### config.mk
export PLATFORM = sky130hd
export DESIGN_NAME = neuron_accum_act_flat
export DESIGN_NICKNAME = d
export VERILOG_FILES = /design/src/rtl/neuron_pkg.sv /design/src/rtl/neuron_accum_act_if.sv /design/src/rtl/neuron_accum_act_sat_act.sv /design/src/rtl/neuron_accum_act.sv /design/src/flat_wrapper.sv
export SDC_FILE = /design/constraint.sdc
export NUM_CORES = 1
export LEC_CHECK = 0
export ABC_CLOCK_PERIOD_IN_PS = 3000
export BUFFER_PORTS_ARGS = -buffer_cell sky130_fd_sc_hd__buf_2
export CAP_MARGIN = 30
export CORE_MARGIN = 3
export CORE_UTILIZATION = 53
export CTS_CLUSTER_DIAMETER = 80
export DETAILED_ROUTE_END_ITERATION = 10
export PLACE_DENSITY = 0.78
export SYNTH_ARGS = -nofsm -noshare
export SYNTH_HDL_FRONTEND = slang
export SYNTH_SLANG_ARGS = --single-unit
### constraint.sdc
create_clock -name clk -period 3 [get_ports clk]
set_clock_uncertainty 0.1 [all_clocks]
set_input_delay 0 -clock clk [delete_from_list [all_inputs] [get_ports clk]]
set_output_delay 0 -clock clk [all_outputs]
set_load 0.01 [all_outputs]
### src/rtl/neuron_pkg.sv
// Shared types and default widths for the neuron accumulate/activate stage.
// Optional build macro: NEURON_RELU_EN (ReLU activation in neuron_sat_act).
package neuron_pkg;

  localparam int NEURON_IN_W  = 4;
  localparam int NEURON_OUT_W = 6;

  typedef enum logic {
    ACCUM  = 1'b0,
    OUTPUT = 1'b1
  } neuron_acc_state_t;

  // sat_clip(acc) -> signed OUT_W value clamped to the
  // OUT_W range; the implementation lives in neuron_sat_act.

endpackage

### src/rtl/neuron_accum_act_if.sv
// Valid/ready term input and result output bundle for neuron_accum_act.
// The NEURON_RELU_EN macro has no effect on this bundle.
interface neuron_accum_act_if
  import neuron_pkg::*;
#(
  parameter int IN_W  = NEURON_IN_W,
  parameter int OUT_W = NEURON_OUT_W
);

  logic                    in_valid;
  logic                    in_ready;
  logic signed [IN_W-1:0]  in_data;
  logic                    out_valid;
  logic                    out_ready;
  logic signed [OUT_W-1:0] out_data;

  modport master (
    output in_valid,
    output in_data,
    output out_ready,
    input  in_ready,
    input  out_valid,
    input  out_data
  );

  modport slave (
    input  in_valid,
    input  in_data,
    input  out_ready,
    output in_ready,
    output out_valid,
    output out_data
  );

endinterface

### src/rtl/neuron_accum_act_sat_act.sv
// neuron_sat_act: clamp a signed sum to OUT_W bits, then activate.
// NEURON_RELU_EN defined: ReLU; undefined: identity.
module neuron_sat_act #(
  parameter int ACC_W = 7,
  parameter int OUT_W = 6
) (
  input  logic signed [ACC_W-1:0] acc,
  output logic signed [OUT_W-1:0] res
);

  // One guard bit so the bounds fit even when ACC_W <= OUT_W.
  localparam int W = ((ACC_W > OUT_W) ? ACC_W : OUT_W) + 1;

  localparam logic signed [W-1:0] MAXV =
    W'((1 << (OUT_W - 1)) - 1);
  localparam logic signed [W-1:0] MINV =
    W'(-(1 << (OUT_W - 1)));

  logic signed [W-1:0]     ext;
  logic signed [OUT_W-1:0] sat;

  always_comb begin
    ext = {{(W - ACC_W){acc[ACC_W-1]}}, acc};
    sat = ext[OUT_W-1:0];
    if (ext > MAXV) begin
      sat = MAXV[OUT_W-1:0];
    end else if (ext < MINV) begin
      sat = MINV[OUT_W-1:0];
    end
  end

`ifdef NEURON_RELU_EN
  assign res = sat[OUT_W-1] ? '0 : sat;
`else
  assign res = sat;
`endif

endmodule

### src/rtl/neuron_accum_act.sv
// Sums N_TERMS signed terms, saturates, activates, emits one result.
// Optional build macro: NEURON_RELU_EN (see neuron_sat_act).
module neuron_accum_act
  import neuron_pkg::*;
#(
  parameter int IN_W    = NEURON_IN_W,
  parameter int N_TERMS = 4,
  parameter int OUT_W   = NEURON_OUT_W,
  localparam int CW     = $clog2(N_TERMS + 1)
) (
  input  logic              clk,
  input  logic              rst,
  neuron_accum_act_if.slave bus,
  output logic [CW-1:0]     term_cnt
);

  localparam int ACC_W = IN_W + $clog2(N_TERMS) + 1;
  localparam logic [CW-1:0] LAST = CW'(N_TERMS - 1);

  neuron_acc_state_t       state;
  logic signed [ACC_W-1:0] acc;
  logic signed [ACC_W-1:0] sum;
  logic signed [OUT_W-1:0] act;
  logic                    fire;

  assign bus.in_ready  = (state == ACCUM);
  assign bus.out_valid = (state == OUTPUT);
  assign fire = bus.in_valid & bus.in_ready;

  assign sum = acc + {{(ACC_W - IN_W){bus.in_data[IN_W-1]}},
                      bus.in_data};

  neuron_sat_act #(
    .ACC_W(ACC_W),
    .OUT_W(OUT_W)
  ) u_sat_act (
    .acc(sum),
    .res(act)
  );

  always_ff @(posedge clk or posedge rst) begin
    if (rst) begin
      state        <= ACCUM;
      acc          <= '0;
      term_cnt     <= '0;
      bus.out_data <= '0;
    end else begin
      unique case (state)
        ACCUM: begin
          // Only a real transfer touches acc, so X on idle data is harmless.
          if (fire) begin
            acc      <= sum;
            term_cnt <= term_cnt + 1'b1;
            if (term_cnt == LAST) begin
              state        <= OUTPUT;
              bus.out_data <= act;
            end
          end
        end
        OUTPUT: begin
          if (bus.out_ready) begin
            state    <= ACCUM;
            acc      <= '0;
            term_cnt <= '0;
          end
        end
        default: state <= ACCUM;
      endcase
    end
  end

endmodule

### src/flat_wrapper.sv
// flat-port wrapper written by rule: the top's interface ports become plain ports
module neuron_accum_act_flat import neuron_pkg::*;
#(
  parameter int IN_W    = NEURON_IN_W,
  parameter int N_TERMS = 4,
  parameter int OUT_W   = NEURON_OUT_W,
  localparam int CW     = $clog2(N_TERMS + 1)
)
  (clk, rst, term_cnt, bus_in_valid, bus_in_data, bus_out_ready, bus_in_ready, bus_out_valid, bus_out_data);
  neuron_accum_act_if #(.IN_W(IN_W), .OUT_W(OUT_W)) bus_i ();
  input  logic clk;
  input  logic rst;
  output logic [CW-1:0] term_cnt;
  input wire logic [$bits(bus_i.in_valid)-1:0] bus_in_valid;
  input wire logic [$bits(bus_i.in_data)-1:0] bus_in_data;
  input wire logic [$bits(bus_i.out_ready)-1:0] bus_out_ready;
  output wire logic [$bits(bus_i.in_ready)-1:0] bus_in_ready;
  output wire logic [$bits(bus_i.out_valid)-1:0] bus_out_valid;
  output wire logic [$bits(bus_i.out_data)-1:0] bus_out_data;
  assign bus_i.in_valid = bus_in_valid;
  assign bus_i.in_data = bus_in_data;
  assign bus_i.out_ready = bus_out_ready;
  assign bus_in_ready = bus_i.in_ready;
  assign bus_out_valid = bus_i.out_valid;
  assign bus_out_data = bus_i.out_data;
  neuron_accum_act #(.IN_W(IN_W), .N_TERMS(N_TERMS), .OUT_W(OUT_W)) u_core (.clk(clk), .rst(rst), .bus(bus_i), .term_cnt(term_cnt));
endmodule
### After elaboration in Yosys (flattened, before gate mapping)

Cells that the tools add are included.

* register bits after elaboration: 17
* input port bits: 8
* output and inout bits: 11
* word-level logic and storage cells: 27

* add/subtract/negate cells: 2
* magnitude comparators: 2
* eq/ne operators: 3
* muxes and demuxes: 12
* bitwise gates (word level): 2
* reductions and logical operators: 2

Operator list (number)
* two-way mux 7 bit: 2
* case mux 7 bit (2 select lines): 1
* two-way mux 6 bit: 2
* adder 7 bit: 1
* > comparator 7 x 6 -> 1 bit, second input constant: 1
* less-than comparator 7 x 6 -> 1 bit, second input constant: 1
* two-way mux 3 bit: 2
* case mux 3 bit (2 select lines): 1
* inequality test 2 bit, second input constant: 2
* adder 3 x 1 -> 3 bit, second input constant: 1
* equality test 3 x 2 -> 1 bit, second input constant: 1
* two-way mux 1 bit: 3
* AND reduction 3 bit: 1
* case mux 1 bit (2 select lines): 1
* AND reduction 2 bit: 1
* AND 1 bit: 1
* NOT 1 bit: 1

### Logic depth before layout (Yosys ltp)

* depth after elaboration: 4
* depth in mapped cells: 9
* mapped depth without buffers: 9

### By module

A second synthesis with hierarchy kept.

* cells, all modules: 82
* area total of the unflattened synthesis: 984.7 sq um

By module, submodules not included
* neuron_accum_act: times used 1, cells each 75, area an instance 920.9 sq um, seq. area each 425.4 sq um
* neuron_sat_act: times used 1, cells each 7, area an instance 63.8 sq um, seq. area each 0.0 sq um

### Worst setup path before layout

No wires, ideal clock.

* path type: register to register
* from: register u_core.acc[0]
* to: register u_core.acc[6]
* library setup time: 0.074 ns
* data arrival time: 2.067 ns
* required time: 2.826 ns
* slack: 0.759 ns
* stages on the path, launching flop included: 10
* path buffers: 0
* cell sequence: dfrtp_1 ha_1 inv_1 fa_1 and2b_1 o31a_1 o32ai_1 a311o_2 a211o_1 o21ai_2

* longest elaborated chain between the ends: 3

RTL lines
* start: declaration: line neuron_accum_act.sv:21 `logic signed [ACC_W-1:0] acc;`
* start signal: assignment: line neuron_accum_act.sv:52 `acc <= sum;`
* adder 7 bit: line neuron_accum_act.sv:30 `assign sum = acc + {{(ACC_W - IN_W){bus.in_data[IN_W-1]}},`
* two-way mux 7 bit: line neuron_accum_act.sv:51 `if (fire) begin`
* case mux 7 bit (2 select lines): line neuron_accum_act.sv:48 `unique case (state)`

Every way passes these cells. The select of a mux whose other input is x is not followed.
A chain may end at the register's enable or synchronous reset.

### Worst setup path after layout

* from: register u_core.acc[0]
* to: register u_core.bus.out_data[1]

* longest elaborated chain between the ends: 4
* elaborated cells between the ends (all ways): 5
* classes of those cells: add/sub: 1; order compare: 2; mux: 2

RTL lines
* adder 7 bit *: line neuron_accum_act.sv:30
* less-than comparator 7 x 6 -> 1 bit: line neuron_accum_act_sat_act.sv:27 `end else if (ext < MINV) begin`
* two-way mux 6 bit: line neuron_accum_act_sat_act.sv:27
* two-way mux 6 bit *: line neuron_accum_act_sat_act.sv:25 `if (ext > MAXV) begin`
* end signal: assignment: line neuron_accum_act.sv:56 `bus.out_data <= act;`
* end: declaration: line neuron_accum_act_if.sv:32 `output out_data`

Mark *: on every way between the ends. The rest lies on a longest branch, timed or not.

==> summary.md <==
| Metric | Value |
|---|---|
| Slew of the pin with the lowest slew margin | 0.739 ns |
| Hpwl dp | 1520 um |
| Die Ht | 49.2 um |
| Ys Warns | 0 |
| Die W | 49.2 um |
| Finished Layout Cells | 154 |
| Worst path cell trace | ha_4, inv_2, fa_2, and2b_1, o31a_1, buf_4, a311o_2, buf_4, buf_4, a21boi_1, o31ai_1 |
| Dpl ws | 0.583 ns |
| H-tree depth | 1 |
| Cells on worst reg2reg path | 11 |
| Peak Freq | 0.379 GHz |
| Internal power | 0.829 mW |
| Final Cell Area | 0.00123 sq mm |
| Most frequent cells in the layout | buf_2, dfrtp_1, nand2_1 |
| Startpoint types | flip-flop |
| Initial antenna violation count | 0 |
| Worst hold path depth | 3 |
| Rel. slew slack | 50.7% |
| Final Setup Violations | 0 |
| Delay-heaviest family, CP | compound AO/OA/AOI/OAI gates |
| Hold WC Path Type | in -> reg |
| Critical Path Sink Type | flip-flop |
| WS Path Type | reg -> reg |
| CTS clock-pin slew for the worst setup and hold paths | 0.11 ns |
| Worst Hold Launch | bus_in_data[0] |
| Total grt overflow | 0 |
| Final worst slack | 0.363 ns |
| Sw frac | 42.7% |
| WP data arrival | 2.72 ns |
| First-pass GRT wire length | 3680 um |
| Yosys reg bits | 17 |
| Max Slew Vio Count | 0 |
| Power share of the clock group | 9.0% |
| Register area share after synthesis | 43.1% |
| Crit-path max FO | 4 |
| Vias in the first global route | 806 |
| Post-Synthesis Cell Area | 987 sq um |
| DR vias | 853 |
| Detail Route Antenna Nets | 0 |
| Max rail drop VDD | 691 uV |
| Sequential fraction of design power | 28.5% |
| P_sw | 0.619 mW |
| Synthesized instance count | 99 |
| DR WL/cell | 14.4 um |
| Cell mode on critical path | buf_4 |
| Commonest non-fill, non-tap cell in the layout | buf_2 |
| Placed Area | 0.00110 sq mm |
| RD Place Congestion | 0.765 |
| Final hold slack | 0.00625 ns |
| Core Area | 0.00163 sq mm |
| Required @ worst endpoint | 3.08 ns |
| Layout cells sized above 1 | 28.5% |
| Static leakage | 0.618 nW |
| Final nets | 148 |
| First-pass DRT Iterations | 4 |
| Row count | 14 |
| Gr usage total | 20.0% |
| Min-Delay Endpoint | u_core.acc[0] |
| Comb pwr share | 62.6% |
| Worst path bufs/invs | 4 |
| Antenna diodes | 0 |
| Final cycle utilization of the critical path | 87.9% |
| Ports | 19 |
| Port Buf Inserts | 18 |
| Num CTS Buffers | 3 |
| Worst r2r src | u_core.acc[0] |
| P&R area growth vs syn | 24.8% |
| Initial core utilization | 60.6% |
| Critical Path Slowest Stage Cell | dfrtp_1 |
| Worst reg-to-reg setup slack | 0.36 ns |
| Die ar. | 0.00242 sq mm |
| CTS Root Cell | clkbuf_4 |
| Max stage delay on crit path | 0.43 ns |
| R2r endpoint | u_core.bus.out_data[1] |
| Post-Route WL | 2210 um |
| Syn Area/Cell | 9.97 sq um |
| Worst-Skew Late Latency | 0.30 ns |
| Post-layout min period | 2.64 ns |
| Net Count, Synth | 116 |
| Via density | 5.54 |
| Clk sinks | 17 |
| PwrDens | 1180 mW/mm^2 |
| TNS Setup | 0 ns |
| Max cap viols | 0 |
| Critical path origin | u_core.acc[0] |
| Netlist cell types | 29 |
| CTS tree | done |
| Filler Cells Inserted | 120 |
| Final hold viol count | 0 |
| CTS max path bufs | 2 |
| Largest net degree at the start of global routing | 18 |
| DR DRC count | 0 |
| Inst Count DP | 139 |
| RSZ-0062 raised after global routing | false |
| Starting DRT DRC Count | 20 |
| Run status | complete, no violations |
-- final cells by class --
cell class	count	area [sq um]	share of cell area, %
clock buffers	3	22.5	1.83
flip-flops and latches	17	425	34.5
multi-input cells	74	547	44.4
repair buffers	29	180	14.6
well taps	24	30.0	2.44
clock inverters	1	5.00	0.406
inverters	6	22.5	1.83
-- synth_stat cells (all sizes together) --
cell	number	area share [%]
o31a	1	0.89
nand3	1	0.51
a22o	6	5.3
xor2	1	1.6
or3	1	0.63
xnor2	3	3.4
ha	8	10
inv	6	2.3
nor2	6	2.3
o21ai	7	3.9
a21boi	1	0.76
a21oi	8	4.1
fa	1	2.0
o31ai	6	4.6
a21o	1	0.76
dfrtp	17	43
nand2	14	5.3
o21a	1	0.76
a211oi	1	0.76
o21bai	1	0.76
a311o	1	1.1
o32ai	1	0.89
a211o	1	0.89
nor2b	1	0.63
clkbuf	2	0.76
mux2i	1	1.0
and2b	1	0.76
-- worst min-delay path, stage by stage --
cell and delay, ns:
buf_2 0.11, ha_4 0.15, a22o_1 0.13
-- how the worst max path moves through the flow --
stage	to	slack, ns	cells after the start
2_1_floorplan	u_core.acc[6]	0.76	9
3_3_place_gp	u_core.acc[6]	0.68	9
3_5_place_dp	u_core.acc[6]	0.58	9
4_1_cts	u_core.acc[6]	0.02	10
5_1_grt	u_core.bus.out_data[2]	0.27	11
6_report	u_core.bus.out_data[1]	0.36	11
-- per-layer routing --
layer  GRT usage (%)  wire [um]
met5               0          0
met4            9.95         56
met3            4.59        172
met2            31.9        985
met1            25.1        999
-- per-stage QoR --
step | total power [mW] | util (%)
after floorplan | 0.969 | -
after global placement | 1.14 | 67.5
after detailed placement | 1.17 | 67.5
after CTS | 1.32 | 71.7
after global routing | 1.58 | 75.7
final | 1.45 | 75.7
-- logic make-up after synthesis --
| family | after synthesis | synth area share (%) |
|---|---|---|
| DFF | 17 | 43.1 |
| xor gates and xnor gates | 4 | 5.07 |
| adders and majority gates | 9 | 12.2 |
| buffers and inverters | 8 | 3.04 |
| and+or+nand+nor | 24 | 10.1 |
| muxes | 1 | 1.01 |
| AOI/OAI and AO/OA | 36 | 25.5 |
-- power by group through the flow --
stage                     logic, mW  registers, mW  clock network [mW]
after global routing           1.01          0.423               0.148
final                         0.906          0.412               0.130
after CTS                     0.776          0.408               0.131
after global placement        0.730          0.408                   0
after detailed placement      0.754          0.413                   0
after floorplan               0.540          0.429                   0
-- flip-flops by register name, summed over array words and instances, names as in the netlist --
signal / count
u_core.acc: 7
u_core.bus.out_valid: 1
u_core.term_cnt: 3
u_core.bus.out_data: 6
-- what timing repair did --
| action | in CTS | in global routing |
|---|---|---|
| setup endpoints to repair | 0 | 1 |
| endpoints found under the hold margin | 22 | 0 |
| hold buffers | 4 | 0 |
| gates resized for setup | 0 | 4 |
| buffers inserted | 0 | 8 |
(Power assumes the default switching activity.)
